## src/rtl/sparse_term_scheduler.sv

```systemverilog
// -----------------------------------------------------------------------------
// sparse_term_scheduler
//
// Purpose:
//   Steps the polymult controller through every sparse-operand word of one
//   multiplication. For each job it issues a one-cycle start to the
//   controller at sparse address base+index. It waits for the controller to
//   acknowledge by raising busy. It then waits for busy to fall, and after
//   the last job it pulses done. When DUMMY_PAD_EN is defined, the run is
//   padded with dummy jobs so every multiplication takes exactly MAX_TERMS
//   jobs (constant time). Dummy jobs use the full real-job handshake.
//
// Configuration macro:
//   DUMMY_PAD_EN  - when defined, the job total is MAX_TERMS and the jobs
//                   from n_eff onward are dummy jobs. When undefined, the job
//                   total is n_eff and ctrl_dummy is constant 0.
//
// Ports:
//   clk               in   clock
//   rst_n             in   asynchronous active-low reset
//   start             in   1-cycle request, sampled only in IDLE
//   num_terms         in   number of real sparse words (clamped to MAX_TERMS)
//   base_addr         in   sparse address of term 0
//   ctrl_start        out  1-cycle pulse to controller start_process
//   ctrl_sparse_addr  out  sparse address for the job, valid with ctrl_start
//   ctrl_dummy        out  high for the whole of a dummy job
//   ctrl_busy         in   controller busy
//   busy              out  high from accepted start until done
//   done              out  1-cycle pulse when all jobs have finished
//   term_idx          out  index of the current job (real and dummy)
//   err               out  sticky ack-timeout flag, cleared by next start
// -----------------------------------------------------------------------------
module sparse_term_scheduler #(
  parameter int ADDR_W    = 10,
  parameter int MAX_TERMS = 50,
  parameter int CNT_W     = 6,
  parameter int ACK_WAIT  = 4
) (
  input  logic              clk,
  input  logic              rst_n,
  input  logic              start,
  input  logic [CNT_W-1:0]  num_terms,
  input  logic [ADDR_W-1:0] base_addr,
  output logic              ctrl_start,
  output logic [ADDR_W-1:0] ctrl_sparse_addr,
  output logic              ctrl_dummy,
  input  logic              ctrl_busy,
  output logic              busy,
  output logic              done,
  output logic [CNT_W-1:0]  term_idx,
  output logic              err
);

  localparam int ACK_CNT_W = $clog2(ACK_WAIT + 1);

  typedef enum logic [2:0] {
    S_IDLE,
    S_ISSUE,
    S_WAIT_ACK,
    S_WAIT_DONE,
    S_FINISH
  } state_t;

  // Saturate the requested term count to the sparse memory depth.
  function automatic logic [CNT_W-1:0] f_clamp_terms(input logic [CNT_W-1:0] n);
    return (n > CNT_W'(MAX_TERMS)) ? CNT_W'(MAX_TERMS) : n;
  endfunction

  // Number of jobs for a run with n_eff real words.
  function automatic logic [CNT_W-1:0] f_job_total(input logic [CNT_W-1:0] n_eff);
`ifdef DUMMY_PAD_EN
    f_job_total = CNT_W'(MAX_TERMS);
`else
    f_job_total = n_eff;
`endif
  endfunction

  state_t               r_state, w_state_nxt;
  logic [CNT_W-1:0]     r_n_eff, w_n_eff_nxt;
  logic [ADDR_W-1:0]    r_base, w_base_nxt;
  logic [CNT_W-1:0]     r_term_idx, w_term_idx_nxt;
  logic [ACK_CNT_W-1:0] r_ack_cnt, w_ack_cnt_nxt;
  logic                 r_ctrl_busy_d;
  logic                 r_ctrl_start, w_ctrl_start_nxt;
  logic [ADDR_W-1:0]    r_ctrl_addr, w_ctrl_addr_nxt;
  logic                 r_ctrl_dummy, w_ctrl_dummy_nxt;
  logic                 r_busy, w_busy_nxt;
  logic                 r_done, w_done_nxt;
  logic                 r_err, w_err_nxt;

  logic [CNT_W-1:0]     w_new_n_eff;
  logic [CNT_W-1:0]     w_total;
  logic                 w_is_dummy;
  logic                 w_busy_fall;

  assign w_new_n_eff = f_clamp_terms(num_terms);
  assign w_total     = f_job_total(r_n_eff);
  // Real jobs come first, so any index at or past n_eff is padding.
`ifdef DUMMY_PAD_EN
  assign w_is_dummy  = (r_term_idx >= r_n_eff);
`else
  assign w_is_dummy  = 1'b0;
`endif
  // The controller's process_done is sticky, so job completion is taken
  // from the falling edge of its busy line instead.
  assign w_busy_fall = r_ctrl_busy_d & ~ctrl_busy;

  always_comb begin
    w_state_nxt      = r_state;
    w_n_eff_nxt      = r_n_eff;
    w_base_nxt       = r_base;
    w_term_idx_nxt   = r_term_idx;
    w_ack_cnt_nxt    = r_ack_cnt;
    w_ctrl_start_nxt = 1'b0;
    w_ctrl_addr_nxt  = r_ctrl_addr;
    w_ctrl_dummy_nxt = r_ctrl_dummy;
    w_busy_nxt       = r_busy;
    w_done_nxt       = 1'b0;
    w_err_nxt        = r_err;

    case (r_state)
      S_IDLE: begin
        if (start) begin
          w_n_eff_nxt    = w_new_n_eff;
          w_base_nxt     = base_addr;
          w_busy_nxt     = 1'b1;
          w_term_idx_nxt = '0;
          w_err_nxt      = 1'b0;
          w_state_nxt    = (f_job_total(w_new_n_eff) == '0) ? S_FINISH : S_ISSUE;
        end
      end

      S_ISSUE: begin
        w_ctrl_start_nxt = 1'b1;
        w_ctrl_addr_nxt  = w_is_dummy ? r_base : (r_base + ADDR_W'(r_term_idx));
        w_ctrl_dummy_nxt = w_is_dummy;
        w_ack_cnt_nxt    = '0;
        w_state_nxt      = S_WAIT_ACK;
      end

      S_WAIT_ACK: begin
        if (ctrl_busy) begin
          w_state_nxt = S_WAIT_DONE;
        end else if (r_ack_cnt == ACK_CNT_W'(ACK_WAIT - 1)) begin
          // Controller never acknowledged: abandon the run but still
          // close it out with a done pulse.
          w_err_nxt   = 1'b1;
          w_state_nxt = S_FINISH;
        end else begin
          w_ack_cnt_nxt = r_ack_cnt + ACK_CNT_W'(1);
        end
      end

      S_WAIT_DONE: begin
        if (w_busy_fall) begin
          if ((r_term_idx + CNT_W'(1)) == w_total) begin
            w_state_nxt = S_FINISH;
          end else begin
            w_term_idx_nxt = r_term_idx + CNT_W'(1);
            w_state_nxt    = S_ISSUE;
          end
        end
      end

      S_FINISH: begin
        w_done_nxt       = 1'b1;
        w_busy_nxt       = 1'b0;
        w_ctrl_dummy_nxt = 1'b0;
        w_state_nxt      = S_IDLE;
      end

      default: w_state_nxt = S_IDLE;
    endcase
  end

  always_ff @(posedge clk or negedge rst_n) begin
    if (!rst_n) begin
      r_state       <= S_IDLE;
      r_n_eff       <= '0;
      r_base        <= '0;
      r_term_idx    <= '0;
      r_ack_cnt     <= '0;
      r_ctrl_busy_d <= 1'b0;
      r_ctrl_start  <= 1'b0;
      r_ctrl_addr   <= '0;
      r_ctrl_dummy  <= 1'b0;
      r_busy        <= 1'b0;
      r_done        <= 1'b0;
      r_err         <= 1'b0;
    end else begin
      r_state       <= w_state_nxt;
      r_n_eff       <= w_n_eff_nxt;
      r_base        <= w_base_nxt;
      r_term_idx    <= w_term_idx_nxt;
      r_ack_cnt     <= w_ack_cnt_nxt;
      r_ctrl_busy_d <= ctrl_busy;
      r_ctrl_start  <= w_ctrl_start_nxt;
      r_ctrl_addr   <= w_ctrl_addr_nxt;
      r_ctrl_dummy  <= w_ctrl_dummy_nxt;
      r_busy        <= w_busy_nxt;
      r_done        <= w_done_nxt;
      r_err         <= w_err_nxt;
    end
  end

  assign ctrl_start       = r_ctrl_start;
  assign ctrl_sparse_addr = r_ctrl_addr;
  assign ctrl_dummy       = r_ctrl_dummy;
  assign busy             = r_busy;
  assign done             = r_done;
  assign term_idx         = r_term_idx;
  assign err              = r_err;

endmodule

```

## config.mk

```make
export PLATFORM = sky130hd
export DESIGN_NAME = sparse_term_scheduler
export DESIGN_NICKNAME = d
export VERILOG_FILES = /design/src/rtl/sparse_term_scheduler.sv
export SDC_FILE = /design/constraint.sdc
export NUM_CORES = 1
export LEC_CHECK = 0
export ABC_AREA = 1
export BUFFER_PORTS_ARGS = -buffer_cell sky130_fd_sc_hd__buf_2
export CAP_MARGIN = 20
export CORE_MARGIN = 2
export CORE_UTILIZATION = 56
export CTS_CLUSTER_DIAMETER = 150
export DETAILED_ROUTE_END_ITERATION = 8
export PLACE_DENSITY = 0.83
export SLEW_MARGIN = 15
export SYNTH_ARGS = -nofsm -noshare
export SYNTH_HDL_FRONTEND = slang
export SYNTH_SLANG_ARGS = --single-unit
```

## constraint.sdc

```tcl
create_clock -name clk -period 2.3 [get_ports clk]
set_input_delay 0.46 -clock clk [delete_from_list [all_inputs] [get_ports clk]]
set_output_delay 0.46 -clock clk [all_outputs]
set_load 0.1 [all_outputs]
```

==> flow_summary.yaml <==
outcome:
  status: "finished clean"
layout:
  final_area_um2: 2760
  antenna_cells: 0
  layout.nets: 375
  fin_cells: 396
  drive_gt1_share_pct: 22.5
  final_cell_mix: "97 x nand2_1, 41 x dfrtp_1, 39 x buf_2"
  final_common_cell: "nand2_1"
  synthToLayoutAreaGrowth_pct: 14.6
  nFillCells: 352
sta:
  rsz0062_at_grt: "false"
  fin_setup_tns_ps: 0
  fin_crit_sh_pct: 90.1
  hold_viol_final: 0
  setup_viol: 0
  min_period_ps: 2070
  fmax_ghz: 0.483
  layout_setup_ws_ps: 228
  fin_skew_ps: 11.4
  drv_slew: 0
  hold_slack_ps: 110
clocking:
  cts_resized: 0
  cts.sink_count: 43
  cts_max_level: 2
  postCtsSetupBuffers: 0
  tritoncts: "built"
  hold_buffers: 0
  insertion_delay_ps: 300
  root_buffer: "clkbuf_8"
  numCtsBuffers: 5
  clock_path_buffers: 2
  path_clk_slew_ps: 90
power:
  p_switching_uw: 2210
  switching_share_pct: 54.2
  p_int_uw: 1870
  vdd_ir_drop_max_mv: 0.726
  p_comb_share_pct: 53.9
  power.share.sequential_pct: 31.5
  pwr-share-clk_pct: 14.7
  p_leak_uw: 0.00145
  power-per-cell-area_nw_per_um2: 1480
worst_setup_path:
  cpMaxStageDelayCell: "dfrtp_2"
  critPathLaunch: "term_idx[0]"
  crit_top_cell: "nand2_1"
  critical_path_class: "flop to flop"
  worstPathRequired_ps: 2490
  end_kind: "flop"
  cp-start-kind: "flop"
  crit_path_max_fanout: 9
  reg2reg_from: "term_idx[0]"
  arrival_ps: 2260
  max_stage_delay_ps: 480
  crit_chain: "ha_1, fa_1, nand3_1, nand2_1, nand2_1, nand2_1, a21oi_1, xor2_1, o21ai_1"
synthesis:
  yosysWarnings: 0
  synth_area_um2: 2400
  netlist_instances: 303
  ys_seq_elements: 43
  postSynthAreaPerCell_um2: 7.94
  synth_nets: 333
  seq_area_frac_synth_pct: 44.7
  synth.distinct_cells: 34
floorplanning:
  die_area_um2: 4830
  core_area_um2: 4060
  die-height_um: 69.5
  start_util_pct: 59.3
  die_w_um: 69.5
  io_pins: 41
  rows: 23
global_route:
  grt_pass1_wl_mm: 9.15
  antenna_found_initial: 0
  grt_overflow_total: 0
  grt_max_degree: 25
  grt.total_usage_pct: 23.8
  first_global_vias: 2122
min_path:
  min_path_type: "input port to async pin"
drt:
  first_iter_violations: 162
  drt_pre_antenna_iters: 5
  drc: 0
  wl_per_cell_um: 13.3
  wirelength_mm: 5.25
  viasPerCell: 5.39
  num_vias: 2134
  antenna_left: 0
placement:
  port_buffers: 39
  dp_cells: 388
  place_area_um2: 2640
  place_ws_ps: 251
  routabilityCongestion: 0.876
  dp.final_hpwl_mm: 3.97
job:
  maxCapViolations: 0
-- layer usage --
layer / routed length (µm) / GRT usage (%) / vias up / part of all wire [%]
li1: - / - / 1051 / -
met1: 2230 / 27.6 / 1007 / 42
met2: 2580 / 39.9 / 63 / 49
met3: 295 / 6.10 / 13 / 5.6
met4: 157 / 13.3 / 0 / 3.0
met5: 0 / 0 / - / 0
-- power groups by stage --
stage                     Sequential (µW)  Clock (µW)  Combinational (µW)
final                                1280         598                2200
after CTS                            1290         608                2210
after global routing                 1330         643                2390
after detailed placement             1300           0                2200
after global placement               1280           0                2140
after floorplan                      2070           0                1010
-- kinds of logic after synthesis --
logic type / Yosys count / synth area share, %
flops: 43 / 44.7
buf+inv: 41 / 7.23
fa+ha+maj: 10 / 5.52
xor+xnor: 4 / 1.46
compound gates: 33 / 7.91
simple gates: 171 / 33.0
other cells: 1 / 0.156
-- worst max-delay path: cells and delay by family (launching register included) --
kind | cells | cell delay (ps)
DFF | 1 | 480
xor gates and xnor gates | 1 | 180
AOI/OAI and AO/OA | 2 | 310
and+or+nand+nor | 4 | 310
adders and majority gates | 2 | 690
-- synthesized netlist by cell type --
library cell / instances / area, µm²
o31ai_2: 1 / 12.5
o21bai_2: 1 / 11.3
a21oi_1: 6 / 30.0
a22oi_1: 1 / 7.51
o211ai_1: 1 / 7.51
fa_1: 1 / 20.0
nor2_2: 2 / 12.5
inv_4: 1 / 6.26
o21ai_2: 1 / 8.76
nor3_2: 1 / 10.0
xnor2_1: 2 / 17.5
conb_1: 1 / 3.75
buf_4: 4 / 30.0
nor2_4: 1 / 11.3
nor3_4: 3 / 48.8
nand4_1: 6 / 37.5
inv_1: 27 / 101
o21ai_1: 9 / 45.0
nand2_4: 2 / 22.5
nand3_2: 2 / 20.0
nand2_1: 97 / 364
inv_2: 6 / 22.5
nand2_2: 5 / 31.3
xor2_1: 2 / 17.5
buf_2: 2 / 10.0
ha_1: 9 / 113
o21ai_0: 12 / 60.1
clkbuf_1: 1 / 3.75
nand3_1: 27 / 135
nor3_1: 2 / 10.0
nor2_1: 22 / 82.6
dfrtp_1: 43 / 1080
nor3b_1: 1 / 7.51
o21a_1: 1 / 7.51
-- flip-flops by register name, summed over array words and instances, names as in the netlist --
signal and cells:
r_ack_cnt 3, r_ctrl_busy_d 1, r_state 3, term_idx 6, err 1, ctrl_sparse_addr 10, done 1, r_n_eff 6
ctrl_start 1, r_base 10, busy 1
-- area by class of cell --
| cell class | instances | area [µm²] | share of cell area [%] |
|---|---|---|---|
| Multi-Input combinational cell | 219 | 1150 | 41.9 |
| Sequential cell | 43 | 1080 | 39.1 |
| Clock inverter | 3 | 43.8 | 1.59 |
| Clock buffer | 5 | 68.8 | 2.50 |
| Tap cell | 50 | 62.6 | 2.27 |
| Inverter | 34 | 130 | 4.72 |
| Timing Repair Buffer | 42 | 218 | 7.90 |
-- metrics by stage --
step | power, µW | utilization [%]
floorplan | 3070 | -
global placement | 3420 | 65.2
detailed placement | 3500 | 65.2
CTS | 4100 | 67.9
global route | 4360 | 67.9
finish | 4080 | 67.9
-- path summary, 6_finish.rpt --
kind                       slack [ps]  depth (start not counted)                   to
max reg2reg                       230                          9  ctrl_sparse_addr[6]
max                               230                          9  ctrl_sparse_addr[6]
min                               110                          1  ctrl_sparse_addr[0]
max in group asynchronous        1640                          2           r_state[2]
min reg2reg                       470                          2  ctrl_sparse_addr[1]
min in group clk                  290                          1        r_ctrl_busy_d
Note: power is estimated with default switching activity, not from simulation.
